$ cat src/rtl/uart_rx_pkg.sv
// Shared UART constants: 8N1 framing and the bit-period helper used by rx and tx.
package uart_rx_pkg;

  localparam int DATA_BITS  = 8;
  localparam int FRAME_BITS = 10;  // start + 8 data + stop

  // Clock cycles per bit; must land in 4..65535 to fit the 16-bit bit timer.
  function automatic int bps_cnt(input int clk_fre, input int bps);
    return clk_fre / bps;
  endfunction

endpackage

$ cat src/rtl/uart_rx_sync.sv
// Three-flop synchroniser for the async RX pin with falling-edge detect.
// Flops reset high so a line idling high never looks like a start edge.
module uart_rx_sync (
  input  logic sys_clk,
  input  logic sys_rst_n,
  input  logic rxd,
  output logic line,
  output logic fall
);

  logic s1, s2, s3;

  // Shift the raw pin through three flops; s1 absorbs metastability.
  always_ff @(posedge sys_clk or negedge sys_rst_n) begin
    if (!sys_rst_n) begin
      s1 <= 1'b1;
      s2 <= 1'b1;
      s3 <= 1'b1;
    end else begin
      s1 <= rxd;
      s2 <= s1;
      s3 <= s2;
    end
  end

  assign line = s2;
  assign fall = s3 & ~s2;

endmodule

$ cat src/rtl/uart_rx.sv
// UART 8N1 receiver: validates the start bit at mid-bit, samples data and
// stop at bit centres, and strobes each good byte (or a framing error).
//
// state | meaning
// IDLE  | waiting for a falling edge on the synchronised line
// START | counting to mid start bit; high there means a glitch
// DATA  | sampling 8 data bits, LSB first, one per bit period
// STOP  | sampling the stop bit; high = good byte, low = frame error
module uart_rx
  import uart_rx_pkg::*;
#(
  parameter int BPS     = 9_600,
  parameter int CLK_FRE = 200_000_000
) (
  input  logic                 sys_clk,
  input  logic                 sys_rst_n,
  input  logic                 uart_rxd,
  output logic [DATA_BITS-1:0] uart_rx_data,
  output logic                 uart_rx_done,
  output logic                 uart_rx_frame_err,
  output logic                 uart_rx_busy
);

  localparam int BPS_CNT = bps_cnt(CLK_FRE, BPS);
  localparam int HALF    = BPS_CNT >> 1;
  localparam logic [15:0] CNT_LAST  = 16'(BPS_CNT - 1);
  localparam logic [15:0] HALF_LAST = 16'(HALF - 1);

  typedef enum logic [1:0] {
    IDLE  = 2'd0,
    START = 2'd1,
    DATA  = 2'd2,
    STOP  = 2'd3
  } state_t;

  state_t               state, state_nxt;
  logic [15:0]          clk_cnt, clk_cnt_nxt;
  logic [2:0]           bit_cnt, bit_cnt_nxt;
  logic [DATA_BITS-1:0] shift, shift_nxt;
  logic [DATA_BITS-1:0] data_nxt;
  logic                 done_nxt, err_nxt;
  logic                 line, fall;

  uart_rx_sync u_sync (
    .sys_clk   (sys_clk),
    .sys_rst_n (sys_rst_n),
    .rxd       (uart_rxd),
    .line      (line),
    .fall      (fall)
  );

  // State, timers, shift register and registered outputs.
  always_ff @(posedge sys_clk or negedge sys_rst_n) begin
    if (!sys_rst_n) begin
      state             <= IDLE;
      clk_cnt           <= '0;
      bit_cnt           <= '0;
      shift             <= '0;
      uart_rx_data      <= '0;
      uart_rx_done      <= 1'b0;
      uart_rx_frame_err <= 1'b0;
    end else begin
      state             <= state_nxt;
      clk_cnt           <= clk_cnt_nxt;
      bit_cnt           <= bit_cnt_nxt;
      shift             <= shift_nxt;
      uart_rx_data      <= data_nxt;
      uart_rx_done      <= done_nxt;
      uart_rx_frame_err <= err_nxt;
    end
  end

  // Next-state, bit timing and sampling decisions.
  always_comb begin
    state_nxt   = state;
    clk_cnt_nxt = clk_cnt + 16'd1;
    bit_cnt_nxt = bit_cnt;
    shift_nxt   = shift;
    data_nxt    = uart_rx_data;
    done_nxt    = 1'b0;
    err_nxt     = 1'b0;
    unique case (state)
      IDLE: begin
        clk_cnt_nxt = '0;
        bit_cnt_nxt = '0;
        if (fall) state_nxt = START;
      end
      START: begin
        if (clk_cnt == HALF_LAST) begin
          clk_cnt_nxt = '0;
          bit_cnt_nxt = '0;
          state_nxt   = line ? IDLE : DATA;
        end
      end
      DATA: begin
        if (clk_cnt == CNT_LAST) begin
          clk_cnt_nxt        = '0;
          shift_nxt[bit_cnt] = line;
          bit_cnt_nxt        = bit_cnt + 3'd1;
          if (bit_cnt == 3'd7) state_nxt = STOP;
        end
      end
      STOP: begin
        if (clk_cnt == CNT_LAST) begin
          clk_cnt_nxt = '0;
          state_nxt   = IDLE;
          if (line) begin
            data_nxt = shift;
            done_nxt = 1'b1;
          end else begin
            err_nxt = 1'b1;
          end
        end
      end
      default: state_nxt = IDLE;
    endcase
  end

  assign uart_rx_busy = (state != IDLE);

endmodule

$ cat config.mk
export PLATFORM = sky130hd
export DESIGN_NAME = uart_rx
export DESIGN_NICKNAME = d
export VERILOG_FILES = /design/src/rtl/uart_rx_pkg.sv /design/src/rtl/uart_rx_sync.sv /design/src/rtl/uart_rx.sv
export SDC_FILE = /design/constraint.sdc
export NUM_CORES = 1
export LEC_CHECK = 0
export CORE_MARGIN = 3
export CORE_UTILIZATION = 48
export CTS_CLUSTER_DIAMETER = 200
export DETAILED_ROUTE_END_ITERATION = 8
export MAX_ROUTING_LAYER = met4
export PLACE_DENSITY_LB_ADDON = 0.08
export SLEW_MARGIN = 20
export SYNTH_ARGS = -nofsm -noshare
export SYNTH_HDL_FRONTEND = slang
export SYNTH_SLANG_ARGS = --single-unit
$ cat constraint.sdc
create_clock -name sys_clk -period 3.2 [get_ports sys_clk]
set_clock_uncertainty 0.15 [all_clocks]
set_input_delay 0.32 -clock sys_clk [delete_from_list [all_inputs] [get_ports sys_clk]]
set_output_delay 0.32 -clock sys_clk [all_outputs]
set_load 0.02 [all_outputs]
==> results of run 1 <==
## per-layer routing
metal | vias to the layer above | global-route usage
met4 | 0 | 0.0752
met5 | - | -
met1 | 684 | 0.246
met3 | 9 | 0.0341
li1 | 694 | -
met2 | 46 | 0.267
## state kept, by name (all words and copies together) (netlist names), named ones only
name	cells
u_sync.s1	1
clk_cnt	16
state	1
bit_cnt	3
u_sync.line	1
u_sync.s3	1
uart_rx_frame_err	1
uart_rx_data	8
uart_rx_done	1
shift	8
## Yosys cell counts, drive strengths merged, types with 3 or more instances
cell | instances | share of area
and2 | 3 | 0.0092
clkbuf | 4 | 0.0074
dfrtp | 39 | 0.48
dfstp | 3 | 0.039
ha | 4 | 0.025
inv | 11 | 0.020
mux2 | 16 | 0.088
nand2 | 7 | 0.013
nand3 | 7 | 0.017
nand4 | 9 | 0.028
nor2 | 19 | 0.043
nor3 | 13 | 0.032
nor3b | 3 | 0.011
nor4 | 11 | 0.037
xnor2 | 12 | 0.052
## power groups by stage
stage / registers, W / clock network (W) / logic (W)
after global placement: 0.000621 / 0 / 0.000145
after detailed placement: 0.000623 / 0 / 0.000147
after CTS: 0.000614 / 0.000533 / 0.000148
final: 0.000615 / 0.000515 / 0.000147
after floorplan: 0.000611 / 0 / 0.000113
after global routing: 0.000624 / 0.000549 / 0.000170
## worst max-delay path by stage
stage,startpoint,endpoint,cells past startpoint
after floorplan,clk_cnt[9],clk_cnt[6],6
after global placement,clk_cnt[9],shift[5],4
after detailed placement,clk_cnt[4],shift[5],4
after CTS,clk_cnt[4],shift[5],4
after global routing,clk_cnt[4],shift[5],4
final,clk_cnt[4],shift[5],4
## cell type report
| class | instances | area [um^2] |
|---|---|---|
| Sequential cell | 42 | 1050 |
| Multi-Input combinational cell | 127 | 906 |
| Tap cell | 50 | 62.6 |
| Inverter | 11 | 41.3 |
| Clock inverter | 2 | 60.1 |
| Fill cell | 344 | 1730 |
| Clock buffer | 6 | 82.6 |
| Timing Repair Buffer | 13 | 125 |
## through the flow
stage / total power, W / cells
6_report: 0.00128 / 251
5_1_grt: 0.00134 / 251
2_1_floorplan: 0.000725 / 186
4_1_cts: 0.00129 / 251
3_5_place_dp: 0.000770 / 243
3_3_place_gp: 0.000766 / 243
## cells by family (layout without fill, tap and decap cells)
kind of cell / count (synthesis) / count (layout) / synth area share
AND/OR/NAND/NOR: 82 / 82 / 0.228
flip-flops: 42 / 42 / 0.517
multiplexers: 16 / 16 / 0.0883
buffers and inverters: 17 / 32 / 0.0386
AO/OA/AOI/OAI: 11 / 11 / 0.0429
adder cells (fa/ha/maj): 4 / 4 / 0.0245
XOR/XNOR: 14 / 14 / 0.0601
==> metrics.md, run 1 <==
| Metric | Value |
|---|---|
| Ys flop type | `dfrtp_1` |
| DRT Pass-1 Iters | `4` |
| Reg2reg start | `clk_cnt[4]` |
| Iteration-0 DRC Markers | `between 100 and 150` |
| Layout overhead on the synthesized area | `14.4%` |
| WL per Instance | `15.7 um` |
| Die ar. | `just over 5000 um^2` |
| Comb power frac | `0.115` |
| Leak | `0.971 nW` |
| Half-perimeter wire length after placement | `~2600 um` |
| FF+latch count, synth | `between 40 and 50` |
| Fin Hold WS | `about 0.65 ps` |
| Synth Instances | `roughly 190` |
| # rows | `23` |
| Clock Root Buffer | `clkbuf_8` |
| Final hold vios | `0` |
| Via count | `about 1.4k` |
| Critical path class | `flip-flop to flip-flop` |
| RR Endpoint | `shift[5]` |
| Highest Signal Layer | `met4` |
| Worst hold path class | `primary input to async pin` |
| Leading cell type in the layout, fill and taps excluded | `dfrtp_1` |
| FFs w/ async S/R, synth | `1.00` |
| Final Max Tran Viols | `0` |
| Max incr delay on CP | `540 ps` |
| CP max FO | `15` |
| Buffers on Ports | `13` |
| Worst slew pin tran | `~910 ps` |
| Status | `completed` |
| # setup viols final | `0` |
| Total Neg Setup Slack | `0 ps` |
| Wl on met1 | `roughly 1900 um` |
| Routed vias/inst | `~5.7` |
| Num Clock Sinks | `42` |
| Syn Nets | `slightly below 200` |
| WL met3 | `between 150 and 200 um` |
| GR Overflow Total | `0` |
| Register-to-register setup slack | `slightly above 600 ps` |
| Power density cells | `548 nW/um^2` |
| Worst ir drop on vdd | `~0.00034 V` |
| WP data arrival | `2620 ps` |
| Chip width | `a little over 70 um` |
| CP cell instances | `nor4_2, nand4_1, nor4b_1, mux2_2` |
| CTS Hold Bufs | `0` |
| Final WS setup | `between 600 and 700 ps` |
| Met2 Wirelength | `between 1500 and 2000 um` |
| # DRC | `0` |
| Initial core utilization | `0.503` |
| Reg2reg path depth | `4` |
| Seq/Total Area, Yosys | `0.517` |
| Max-cap violations | `0` |
| Slowest stage cell, crit path | `nand4_1` |
| Worst Path Buf+Inv | `0` |
| Fin nets | `around 210` |
| Remaining antenna violation count | `0` |
| CP delay by family, top | `simple AND/OR/NAND/NOR gates` |
| Synth Cell Area | `2040 um^2` |
| Layout cells sized above 1 | `0.159` |
| Largest net degree at the start of global routing | `between 40 and 50` |
| Chip Height | `around 71 um` |
| Min Clock Period, post-route | `~2600 ps` |
| Flop pwr share | `0.482` |
| NetSw | `between 0.0003 and 0.0004 W` |
| RSZ-0062 raised after global routing | `false` |
| Clock latency on the worst-skew pair | `~300 ps` |
| Max H-tree Level | `2` |
| CTS clk-pin slew, worst paths | `80 ps` |
| Setup bufs post-CTS | `0` |
| Synth unique cells | `36` |
| Setup WS pre-CTS | `about 630 ps` |
| CP Launch Type | `flip-flop` |
| Final period util | `0.806` |
| Area of the core | `between 4000 and 5000 um^2` |
| N_diodes | `0` |
| I/O pin count | `14` |
| Post-CTS resize count | `0` |
| Initial antenna violation count | `0` |
| Post-DP Area | `roughly 2200 um^2` |
| Syn_area_per_cell | `about 11 um^2` |
| First-pass GRT wire length | `~7000 um` |
| Post-synth EDFFs | `0` |
| Net Sw Frac | `0.248` |
| Most frequent cells in the layout | `39 x dfrtp_1, 18 x nor2_1, 16 x mux2_2` |
| Setup crit end kind | `flip-flop` |
| Final core utilization | `0.575` |
| Deepest clock path buffer count | `2` |
| Slew HR | `0.391` |
| Wirelength, routed | `between 3000 and 4000 um` |
| Max Fclk | `between 0.3 and 0.4 GHz` |
| Cts bufs inserted | `5` |
| Total GRT Usage | `0.181` |
| Clock share of power | `0.403` |
| Gp weighted congestion | `around 0.8` |
| Internal | `about 0.00096 W` |
| Design area | `around 2300 um^2` |
| Vias in the first global route | `roughly 1.4k` |
| Worst path required time | `3240 ps` |
| CTS tree | `built` |
| Synth Warn # | `0` |
Note: power is estimated with default switching activity, not from simulation.
==> run 2: changes to the inputs <==
==> constraint.sdc (replaced) <==
create_clock -name sys_clk -period 2.1 [get_ports sys_clk]
set_clock_uncertainty 0.15 [all_clocks]
set_input_delay 0.21 -clock sys_clk [delete_from_list [all_inputs] [get_ports sys_clk]]
set_output_delay 0.21 -clock sys_clk [all_outputs]
set_load 0.02 [all_outputs]
==> metrics.md, run 2 (synthesized netlist as in run 1, its figures left out) <==
| Metric | Value |
|---|---|
| Finished Layout Cells | `285 (was 251)` |
| Levels on crit path | `4 (unchanged)` |
| CTS clk-pin slew, worst paths | `80 ps (about the same)` |
| Clock Root Buffer | `clkbuf_8 (unchanged)` |
| Total GRT Usage | `0.203 (was 0.181)` |
| N_diodes | `0 (unchanged)` |
| Worst path required time | `2140 ps (was 3240 ps)` |
| GR Overflow Total | `0 (unchanged)` |
| First-pass GRT wire length | `7810 um (was 6990 um)` |
| Buffers on Ports | `13 (unchanged)` |
| # setup viols final | `0 (unchanged)` |
| Layout overhead on the synthesized area | `31.0% (was 14.4%)` |
| Worst hold path class | `primary input to flip-flop (was primary input to async pin)` |
| Deepest clock path buffer count | `2 (unchanged)` |
| Slowest stage cell, crit path | `or4_4 (was nand4_1)` |
| Status | `completed (unchanged)` |
| RR Endpoint | `clk_cnt[15] (was shift[5])` |
| Final period util | `0.990 (was 0.806)` |
| Chip width | `71.2 um (unchanged)` |
| Cts bufs inserted | `5 (unchanged)` |
| WP data arrival | `2110 ps (was 2620 ps)` |
| CP cell instances | `or4_4, o41a_4, nor2_4, nor2_1 (was nor4_2, nand4_1, nor4b_1, mux2_2)` |
| RSZ-0062 raised after global routing | `true (was false)` |
| # rows | `23 (unchanged)` |
| Reg2reg path depth | `4 (unchanged)` |
| Iteration-0 DRC Markers | `167 (was 118)` |
| Leading cell type in the layout, fill and taps excluded | `dfrtp_1 (unchanged)` |
| Most frequent cells in the layout | `37 x dfrtp_1, 28 x buf_4, 18 x nor2_1 (was 39 x dfrtp_1, 18 x nor2_1, 16 x mux2_2)` |
| Placed Instances | `267 (was 243)` |
| Leak | `1.17 nW (was 0.971 nW)` |
| Max-cap violations | `0 (unchanged)` |
| Design area | `2670 um^2 (was 2330 um^2)` |
| Wirelength, routed | `4510 um (was 3930 um)` |
| Largest net degree at the start of global routing | `43 (unchanged)` |
| Vias in the first global route | `1565 (was 1408)` |
| Max H-tree Level | `2 (unchanged)` |
| Remaining antenna violation count | `0 (unchanged)` |
| Die ar. | `5070 um^2 (unchanged)` |
| Area of the core | `4060 um^2 (unchanged)` |
| Final-layout fill cell count | `301 (was 344)` |
| Slew HR | `0.743 (was 0.391)` |
| # DRC | `0 (unchanged)` |
| CTS tree | `built (unchanged)` |
| I/O pin count | `14 (unchanged)` |
| Setup crit end kind | `flip-flop (unchanged)` |
| CP delay by family, top | `simple AND/OR/NAND/NOR gates (unchanged)` |
| Power density cells | `694 nW/um^2 (was 548 nW/um^2)` |
| Worst slew pin tran | `382 ps (was 913 ps)` |
| Crit path to | `clk_cnt[15] (was shift[5])` |
| Via count | `1588 (was 1433)` |
| DRT Pass-1 Iters | `4 (unchanged)` |
| Final Max Tran Viols | `0 (unchanged)` |
| Layout cells sized above 1 | `0.345 (was 0.159)` |
| Reg2reg start | `clk_cnt[6] (was clk_cnt[4])` |
| Max Fclk | `0.481 GHz (was 0.388 GHz)` |
| Clock latency on the worst-skew pair | `300 ps (about the same)` |
| Largest register by flop count | `clk_cnt (unchanged)` |
| CP Launch Type | `flip-flop (unchanged)` |
| Total Neg Setup Slack | `0 ps (unchanged)` |
| Crit path launch | `clk_cnt[6] (was clk_cnt[4])` |
| Initial antenna violation count | `0 (unchanged)` |
| Chip Height | `71.2 um (unchanged)` |
| Gp weighted congestion | `0.880 (was 0.818)` |
| Max incr delay on CP | `550 ps (was 540 ps)` |
| Largest regs | `clk_cnt: 16 flops, shift: 8 flops, uart_rx_data: 8 flops (unchanged)` |
| Worst ir drop on vdd | `0.000551 V (was 0.000342 V)` |
| Worst Path Buf+Inv | `0 (unchanged)` |
| Fin nets | `241 (was 207)` |
| Critical path class | `flip-flop to flip-flop (unchanged)` |
| Min Clock Period, post-route | `2080 ps (was 2580 ps)` |
| Final hold vios | `0 (unchanged)` |
| Post-DP Area | `2380 um^2 (was 2190 um^2)` |
| Initial core utilization | `0.503 (unchanged)` |
| Num Clock Sinks | `42 (unchanged)` |
| Max reg flops | `16 (unchanged)` |
| Pwr Total | `0.00185 W (was 0.00128 W)` |
| Routed vias/inst | `5.57 (was 5.71)` |
| WL per Instance | `15.8 um (was 15.7 um)` |
| CP max FO | `8 (was 15)` |
| Register-to-register setup slack | `20 ps (was 620 ps)` |
| Half-perimeter wire length after placement | `2950 um (was 2620 um)` |
-- run 2: stage by stage --
step	setup WS [ps]	util	hold WS [ps]
after detailed placement	-60.3	0.587	47.8
after floorplan	66.8	-	-236
after CTS	0.819	0.624	144
final	21.9	0.658	153
after global routing	-65.0	0.658	175
after global placement	-8.38	0.587	45.1
-- run 2: how the worst min path moves through the flow --
stage / slack, ps / startpoint / end / cells past startpoint
after global placement: 50 / sys_rst_n / clk_cnt[11] / 2
after global routing: 180 / uart_rxd / u_sync.s1 / 1
after detailed placement: 50 / sys_rst_n / clk_cnt[15] / 2
final: 150 / uart_rxd / u_sync.s1 / 1
after CTS: 140 / uart_rxd / u_sync.s1 / 1
after floorplan: -240 / sys_rst_n / async pin / 0
-- run 2: routing by layer --
metal / track usage / vias up / wire [um]
li1: - / 761 / -
met1: 0.305 / 772 / 2250
met2: 0.259 / 47 / 1960
met3: 0.0341 / 8 / 208
met4: 0.102 / 0 / 96
met5: - / - / 0
-- run 2: area by class of cell --
class,instances,area [um^2],share of cell area
clock buffers,6,82.6,0.0309
clock inverters,2,12.5,0.00468
inverters,11,41.3,0.0155
multi-input cells,128,1020,0.381
flip-flops and latches,42,1060,0.396
well taps,50,62.6,0.0234
repair buffers,46,398,0.149
-- run 2: power breakdown --
part / switching (W) / internal (W) / total (W)
clock: 0.000289 / 0.000264 / 0.000554
combinational: 0.000210 / 0.000192 / 0.000402
sequential: 0.0000373 / 0.000862 / 0.000899
-- run 2: timing repair --
item | 4_1_cts | 5_1_grt
endpoints found under the setup margin | 25 | 29
hold buffers | 1 | 0
pin swaps | 2 | 3
buffers inserted | 1 | 7
endpoints found under the hold margin | 42 | 0
resized for setup | 7 | 19
cloned | 1 | 0
